[src/rtl/fetch_pkg.sv]
// ============================================================================
// fetch_pkg : shared fetch/decode types and RV64 opcode constants
// Revision  : 1.0
// ============================================================================
`default_nettype none

package fetch_pkg;

    localparam int ILEN_DEF = 32;
    localparam int XLEN_DEF = 64;

    localparam logic [31:0] NOP_INSTR = 32'h0000_0013;

    localparam logic [6:0] OPC_LOAD      = 7'b000_0011;
    localparam logic [6:0] OPC_STORE     = 7'b010_0011;
    localparam logic [6:0] OPC_OP        = 7'b011_0011;
    localparam logic [6:0] OPC_OP_IMM    = 7'b001_0011;
    localparam logic [6:0] OPC_OP_32     = 7'b011_1011;
    localparam logic [6:0] OPC_OP_IMM_32 = 7'b001_1011;
    localparam logic [6:0] OPC_BRANCH    = 7'b110_0011;
    localparam logic [6:0] OPC_LUI       = 7'b011_0111;
    localparam logic [6:0] OPC_AUIPC     = 7'b001_0111;
    localparam logic [6:0] OPC_JAL       = 7'b110_1111;
    localparam logic [6:0] OPC_JALR      = 7'b110_0111;

    typedef struct packed {
        logic [ILEN_DEF-1:0] instr;
        logic [XLEN_DEF-1:0] pc;
    } fq_entry_t;

endpackage : fetch_pkg

`default_nettype wire

[src/rtl/fetch_queue.sv]
// ============================================================================
// fetch_queue : instruction/PC FIFO between fetch and decode, flushable.
//               Optional same-cycle bypass when empty: FETCH_QUEUE_BYPASS_EN.
// Revision    : 1.0
// ============================================================================
`default_nettype none

module fetch_queue
    import fetch_pkg::*;
#(
    parameter int DEPTH = 4,
    parameter int XLEN  = XLEN_DEF,
    parameter int ILEN  = ILEN_DEF
) (
    input  logic                       clk,
    input  logic                       rst_n,
    input  logic                       f_valid_i,
    output logic                       f_ready_o,
    input  logic [ILEN-1:0]            f_instr_i,
    input  logic [XLEN-1:0]            f_pc_i,
    output logic                       d_valid_o,
    input  logic                       d_ready_i,
    output logic [ILEN-1:0]            d_instr_o,
    output logic [XLEN-1:0]            d_pc_o,
    output logic [6:0]                 d_opcode_o,
    output logic [2:0]                 d_funct3_o,
    input  logic                       flush_i,
    output logic [$clog2(DEPTH+1)-1:0] count_o
);

    localparam int PW = $clog2(DEPTH);
    localparam int CW = $clog2(DEPTH+1);
    localparam logic [CW-1:0] C_FULL = CW'(DEPTH);

    logic [ILEN-1:0] instr_mem_q [DEPTH];
    logic [XLEN-1:0] pc_mem_q    [DEPTH];

    logic [PW-1:0] rd_ptr_q, rd_ptr_d;
    logic [PW-1:0] wr_ptr_q, wr_ptr_d;
    logic [CW-1:0] count_q,  count_d;

    logic w_empty;
    logic w_full;
    logic w_byp;
    logic w_push;
    logic w_pop;

    assign w_empty = (count_q == '0);
    assign w_full  = (count_q == C_FULL);

`ifdef FETCH_QUEUE_BYPASS_EN
    assign w_byp = w_empty && f_valid_i && !flush_i;
`else
    assign w_byp = 1'b0;
`endif

    assign f_ready_o = !w_full;
    // Flush masks valid so decode can never take an entry being killed.
    assign d_valid_o = !flush_i && (!w_empty || w_byp);

    always_comb begin
        d_instr_o = ILEN'(NOP_INSTR);
        d_pc_o    = '0;
        if (w_byp) begin
            d_instr_o = f_instr_i;
            d_pc_o    = f_pc_i;
        end else if (!w_empty) begin
            d_instr_o = instr_mem_q[rd_ptr_q];
            d_pc_o    = pc_mem_q[rd_ptr_q];
        end
    end

    assign d_opcode_o = d_instr_o[6:0];
    assign d_funct3_o = d_instr_o[14:12];
    assign count_o    = count_q;

    // A bypassed entry that decode takes immediately never lands in storage.
    assign w_push = f_valid_i && f_ready_o && !flush_i && !(w_byp && d_ready_i);
    assign w_pop  = d_valid_o && d_ready_i && !w_empty;

    always_comb begin
        rd_ptr_d = rd_ptr_q;
        wr_ptr_d = wr_ptr_q;
        count_d  = count_q;
        if (flush_i) begin
            rd_ptr_d = '0;
            wr_ptr_d = '0;
            count_d  = '0;
        end else begin
            if (w_push) begin
                wr_ptr_d = wr_ptr_q + PW'(1);
            end
            if (w_pop) begin
                rd_ptr_d = rd_ptr_q + PW'(1);
            end
            case ({w_push, w_pop})
                2'b10:   count_d = count_q + CW'(1);
                2'b01:   count_d = count_q - CW'(1);
                default: count_d = count_q;
            endcase
        end
    end

    always_ff @(posedge clk or negedge rst_n) begin
        if (!rst_n) begin
            rd_ptr_q <= '0;
            wr_ptr_q <= '0;
            count_q  <= '0;
        end else begin
            rd_ptr_q <= rd_ptr_d;
            wr_ptr_q <= wr_ptr_d;
            count_q  <= count_d;
        end
    end

    always_ff @(posedge clk) begin
        if (w_push) begin
            instr_mem_q[wr_ptr_q] <= f_instr_i;
            pc_mem_q[wr_ptr_q]    <= f_pc_i;
        end
    end

endmodule : fetch_queue

`default_nettype wire
[config.mk]
export PLATFORM = sky130hd
export DESIGN_NAME = fetch_queue
export DESIGN_NICKNAME = d
export VERILOG_FILES = /design/src/rtl/fetch_pkg.sv /design/src/rtl/fetch_queue.sv
export SDC_FILE = /design/constraint.sdc
export NUM_CORES = 1
export LEC_CHECK = 0
export CORE_MARGIN = 2
export CORE_UTILIZATION = 25
export CTS_CLUSTER_DIAMETER = 200
export DETAILED_ROUTE_END_ITERATION = 10
export GPL_ROUTABILITY_DRIVEN = 1
export RECOVER_POWER = 25
export SLEW_MARGIN = 20
export SYNTH_ARGS = -nofsm -noshare
export SYNTH_HDL_FRONTEND = slang
export SYNTH_SLANG_ARGS = --single-unit
export TNS_END_PERCENT = 10
[constraint.sdc]
create_clock -name clk -period 4.85 [get_ports clk]
set_clock_uncertainty 0.2 [all_clocks]
set_input_delay 0.485 -clock clk [delete_from_list [all_inputs] [get_ports clk]]
set_output_delay 0.485 -clock clk [all_outputs]
set_load 0.05 [all_outputs]
-- Word level (Yosys, flattened, before mapping)
Memories as Yosys holds them, arrays and structs flattened.
Cells that the tools add are included.
- flip-flop bits (word level): 7
- memory bits (writable): 384
- bits of input ports: 101
- output and inout bits: 111
- word-level logic and storage cells: 34
- memories kept: 2
- memories (name ; depth ; bits a word ; read ports ; clocked after memory_dff ; write ports ; RTL line ; text):
    pc_mem_q ; 4 ; 64 ; 1 ; 0 ; 1 ; fetch_queue.sv:36 ; logic [XLEN-1:0] pc_mem_q [DEPTH];
    instr_mem_q ; 4 ; 32 ; 1 ; 0 ; 1 ; fetch_queue.sv:35 ; logic [ILEN-1:0] instr_mem_q [DEPTH];
- add/subtract/negate cells: 4
- equality and inequality tests: 3
- muxes and demuxes: 10
- reductions and logical operators: 12
- operator list (cell ; number):
    64-bit 2-to-1 mux ; 1
    32-bit 2-to-1 mux ; 1
    2-bit 2-to-1 mux ; 4
    3-bit one-hot mux with 2 select lines ; 1
    1-bit logical AND ; 5
    2-bit by 1-bit adder with 2-bit output, second input constant ; 2
    2-bit nonzero test ; 2
    3-bit by 1-bit adder with 3-bit output, second input constant ; 1
    3-bit == test, second input constant ; 1
    1-bit logical NOT ; 3
    3-bit logical NOT ; 1
    3-bit 2-to-1 mux ; 1
    3-bit nonzero test ; 1
    3-bit by 1-bit subtractor with 3-bit output, second input constant ; 1
    2-bit by 1-bit == test with 1-bit output, second input constant ; 1
    2-bit == test, second input constant ; 1
    1-bit 2-to-1 mux ; 2

-- Logic depth before layout (Yosys ltp)
- depth in word-level cells: 8
- mapped depth: 9
- mapped depth without buffers: 7

-- Worst setup path before layout
Ideal clock, no wire load.
- path kind: reg-to-reg
- from: register count_q[0], in the netlist count_o[0]
- to: memory instr_mem_q[0][0] (netlist name), enable pin
- setup time: 0.466 ns
- arrival time: 3.817 ns
- data required time: 4.184 ns
- path slack: 0.367 ns
- cell stages (with the launch flop): 6
- buffers on the path: 1
- clock period less this slack: 4.483 ns
- cells stage by stage: dfrtp_1 buf_2 or3b_2 nand2_1 nor2_1 and2_1
- cells in the longest elaborated chain, start to end: 6
- RTL lines (item ; RTL line ; text):
    start, declared ; fetch_queue.sv:40 ; logic [CW-1:0] count_q, count_d;
    start signal, assigned ; fetch_queue.sv:112 ; count_q <= count_d;
    3-bit == test ; fetch_queue.sv:49 ; assign w_full = (count_q == C_FULL);
    1-bit logical NOT ; fetch_queue.sv:57 ; assign f_ready_o = !w_full;
    via f_ready_o ; fetch_queue.sv:18 ; output logic f_ready_o,
    1-bit logical AND (2 in a row) ; fetch_queue.sv:78 ; assign w_push = f_valid_i && f_ready_o && !flush_i && !(w_byp && d_ready_i);
    1-bit 2-to-1 mux ; fetch_queue.sv:117 ; if (w_push) begin
    1-bit 2-to-1 mux (not written as such) ; fetch_queue.sv:118 ; instr_mem_q[wr_ptr_q] <= f_instr_i;
    end, declared ; fetch_queue.sv:35 ;
The timed path passes the listed nets, and every way through them passes these cells.

-- Worst setup path in the final report
- from: register count_q[0], in the netlist count_o[0]
- to: output port d_pc_o[46]
- cells in the longest elaborated chain, start to end: 2
- RTL lines (item ; RTL line ; text):
    3-bit logical NOT ; fetch_queue.sv:48 ; assign w_empty = (count_q == '0);
    64-bit 2-to-1 mux ; fetch_queue.sv:67 ; end else if (!w_empty) begin
    end, declared ; fetch_queue.sv:24 ; output logic [XLEN-1:0] d_pc_o,
No other way between the ends.

==> summary.txt <==
Status - complete, no violations
Mapped Nets - 790
Reg-to-reg slack, setup - 2010 ps
CP Launch Point - count_o[0]
Routed WL - 33,100 µm
Number of I/O pins - 212
Critical path destination - d_pc_o[46]
CP max FO - 57
DRT iter0 DRCs - 355
Dominant cells by area after synthesis - edfxtp_1 (76%), mux4_2 (14%), and2_1 (4.0%), dfrtp_1 (1.2%), buf_4 (0.60%)
Die X - 250 µm
Setup bufs post-CTS - 0
CTS tree - yes
Cell taking the most area after synthesis - edfxtp_1
Final max-slew violation count - 0
R2R Path End - count_o[1]
Wirelength per Cell - 19.2 µm
Post-detailed-route count of antenna-violating nets - 0
Kind of critical path - reg2out
Post-cts sizing count - 0
Final TNS setup - 0 ps
IO Port Bufs - 211
Post-Syn Instances - 684
DRT Pass-1 Iters - 6
Vias in the first global route - 7,912
Critical Path, Cell by Cell - or3_4 > buf_4 > and2_1 > clkdlybuf4s50_1
Placed cell areas - 0.0182 mm²
Via count - 7,316
Leading cell types in the layout, fill and taps excluded - edfxtp_1 (384), clkdlybuf4s50_1 (152), mux4_2 (96)
GP Congestion - 0.692
Worst slew pin tran - 760 ps
CTS Buf Count - 44
Share of cells above drive strength 1 - 19.4%
Synth top area share - 76.4%
Crit end category - output port
Hpwl dp - 19,600 µm
HP Class - in2reg
Crit start category - flop
YS warnings - 0
Hold Path Stages - 1
Die area - 0.0624 mm²
Max_slew headroom - 49.3%
CP arrival - 3250 ps
Critical path required time - 4160 ps
Nets - 1,023
Leakage - 6.05 nW
Synth unique cells - 33
Post-route clock period utilization - 81.2%
Starting density of the core - 25.1%
Pwr per Cell Area - 419 mW/mm²
# rows - 90
Vias per std cell - 4.25
Clock Path Buffers - 3
R2R cell count - 7
Antenna violations before repair - 5
Total Routing Usage GR - 10.6%
RSZ-0062 raised after global routing - no
CP max stage delay - 820 ps
Skew-Pair Late Insertion Delay - 540 ps
Yosys reg bits - 391
Mean post-synth cell area - 22.1 µm²
Fmax - 254 MHz
H-tree depth - 2
Final min period - 3940 ps
Cell Area, Synth - 0.0151 mm²
CORE AREA - 0.0600 mm²
Worst r2r src - count_o[0]
Clk sink count - 391
Hold slack final - 389 ps
Global-route wire length before repair - 49,800 µm
Area grow syn2layout - 28.9%
Reg clk slew, reported paths - 70 ps
Peak VDD IR - 0.233 mV
GRT Residual Overflow - 0
Chip height - 250 µm
Final Hold Vio Count - 0
Sequential-to-total area share from yosys stat - 77.6%
Cell area after layout - 0.0195 mm²
CP max-delay cell - clkdlybuf4s50_1
Final setup fails - 0
Commonest non-fill, non-tap cell in the layout - edfxtp_1
DRC Markers - 0
Largest net degree at the start of global routing - 58
MaxCap Viol Count - 0
CTS root buf - clkbuf_16
-- logic make-up after synthesis --
group                    count (synthesis)  synth area share [%]
adder cells (fa/ha/maj)                  5                 0.464
AND/OR/NAND/NOR                        128                  5.05
XOR/XNOR                                 4                 0.232
buffers and inverters                   49                  1.89
flip-flops                             391                  77.6
AO/OA/AOI/OAI                           11                 0.481
multiplexers                            96                  14.3
-- Yosys cell counts, drive strengths merged --
master / instances
buf: 30
a21oi: 3
xor2: 2
a31oi: 1
dfrtp: 7
fa: 1
edfxtp: 384
nand2: 6
nor2: 8
or3b: 1
nand3: 4
or3: 2
o21bai: 1
nor3b: 1
xnor2: 2
nand3b: 1
clkbuf: 17
and2: 97
a21o: 1
nand2b: 1
nor3: 3
o221ai: 1
or2: 3
nor2b: 1
mux4: 96
ha: 4
o311a: 1
inv: 2
a211oi: 1
o21ai: 2
-- registers in the layout (all words and copies together), names as in the netlist --
name and flops:
count_o 3, rd_ptr_q 2, instr_mem_q 128, wr_ptr_q 2
pc_mem_q 256
-- worst max-delay path, delay by kind of cell, from the launching register on --
family | cells | cell delay (ps)
flip-flops | 1 | 580
buffers and inverters | 2 | 1210
AND/OR/NAND/NOR | 2 | 900
-- how the worst min path moves through the flow --
stage | start | endpoint
6_report | f_pc_i[56] | pc_mem_q[2][56]
5_1_grt | f_instr_i[10] | instr_mem_q[1][10]
4_1_cts | f_instr_i[24] | instr_mem_q[2][24]
3_5_place_dp | wr_ptr_q[1] | wr_ptr_q[1]
3_3_place_gp | wr_ptr_q[1] | wr_ptr_q[1]
2_1_floorplan | rst_n | count_o[0]
-- layer usage --
metal | vias to the layer above | routed length, µm | track usage (%)
met1 | 3845 | 13900 | 13.2
met3 | 58 | 2130 | 3.50
met2 | 187 | 16400 | 17.5
li1 | 3220 | - | -
met4 | 6 | 688 | 3.20
met5 | - | 41 | 0
-- power by group --
| group | internal [mW] | leakage [nW] | switching [mW] |
|---|---|---|---|
| clock | 1.73 | 0.623 | 1.26 |
| combinational | 0.511 | 1.85 | 0.782 |
| sequential | 3.82 | 3.58 | 0.0522 |
-- layout make-up --
type / count / area (µm²)
multi-input combinational: 244 / 3120
antenna: 1 / 2.50
fill: 5664 / 40600
clock buffer: 52 / 1150
inverter: 2 / 7.51
sequential: 391 / 11700
timing repair buffer: 234 / 2370
tap: 782 / 978
clock inverter: 17 / 116
-- repair_timing --
item / 4_1_cts / 5_1_grt
setup endpoints to repair: 0 / 0
hold buffers: 1 / 0
endpoints found under the hold margin: 2 / 0
-- stage by stage --
stage / worst slack (ps) / std cells / power (mW) / utilization [%]
final: 910 / 1723 / 8.16 / 32.4
after global routing: 657 / 1723 / 8.47 / 32.4
after CTS: 771 / 1722 / 8.31 / 32.4
after detailed placement: 1360 / 1652 / 5.28 / 30.3
after global placement: 1400 / 1652 / 5.26 / 30.3
after floorplan: 367 / 684 / 4.79 / -
(Power assumes the default switching activity.)
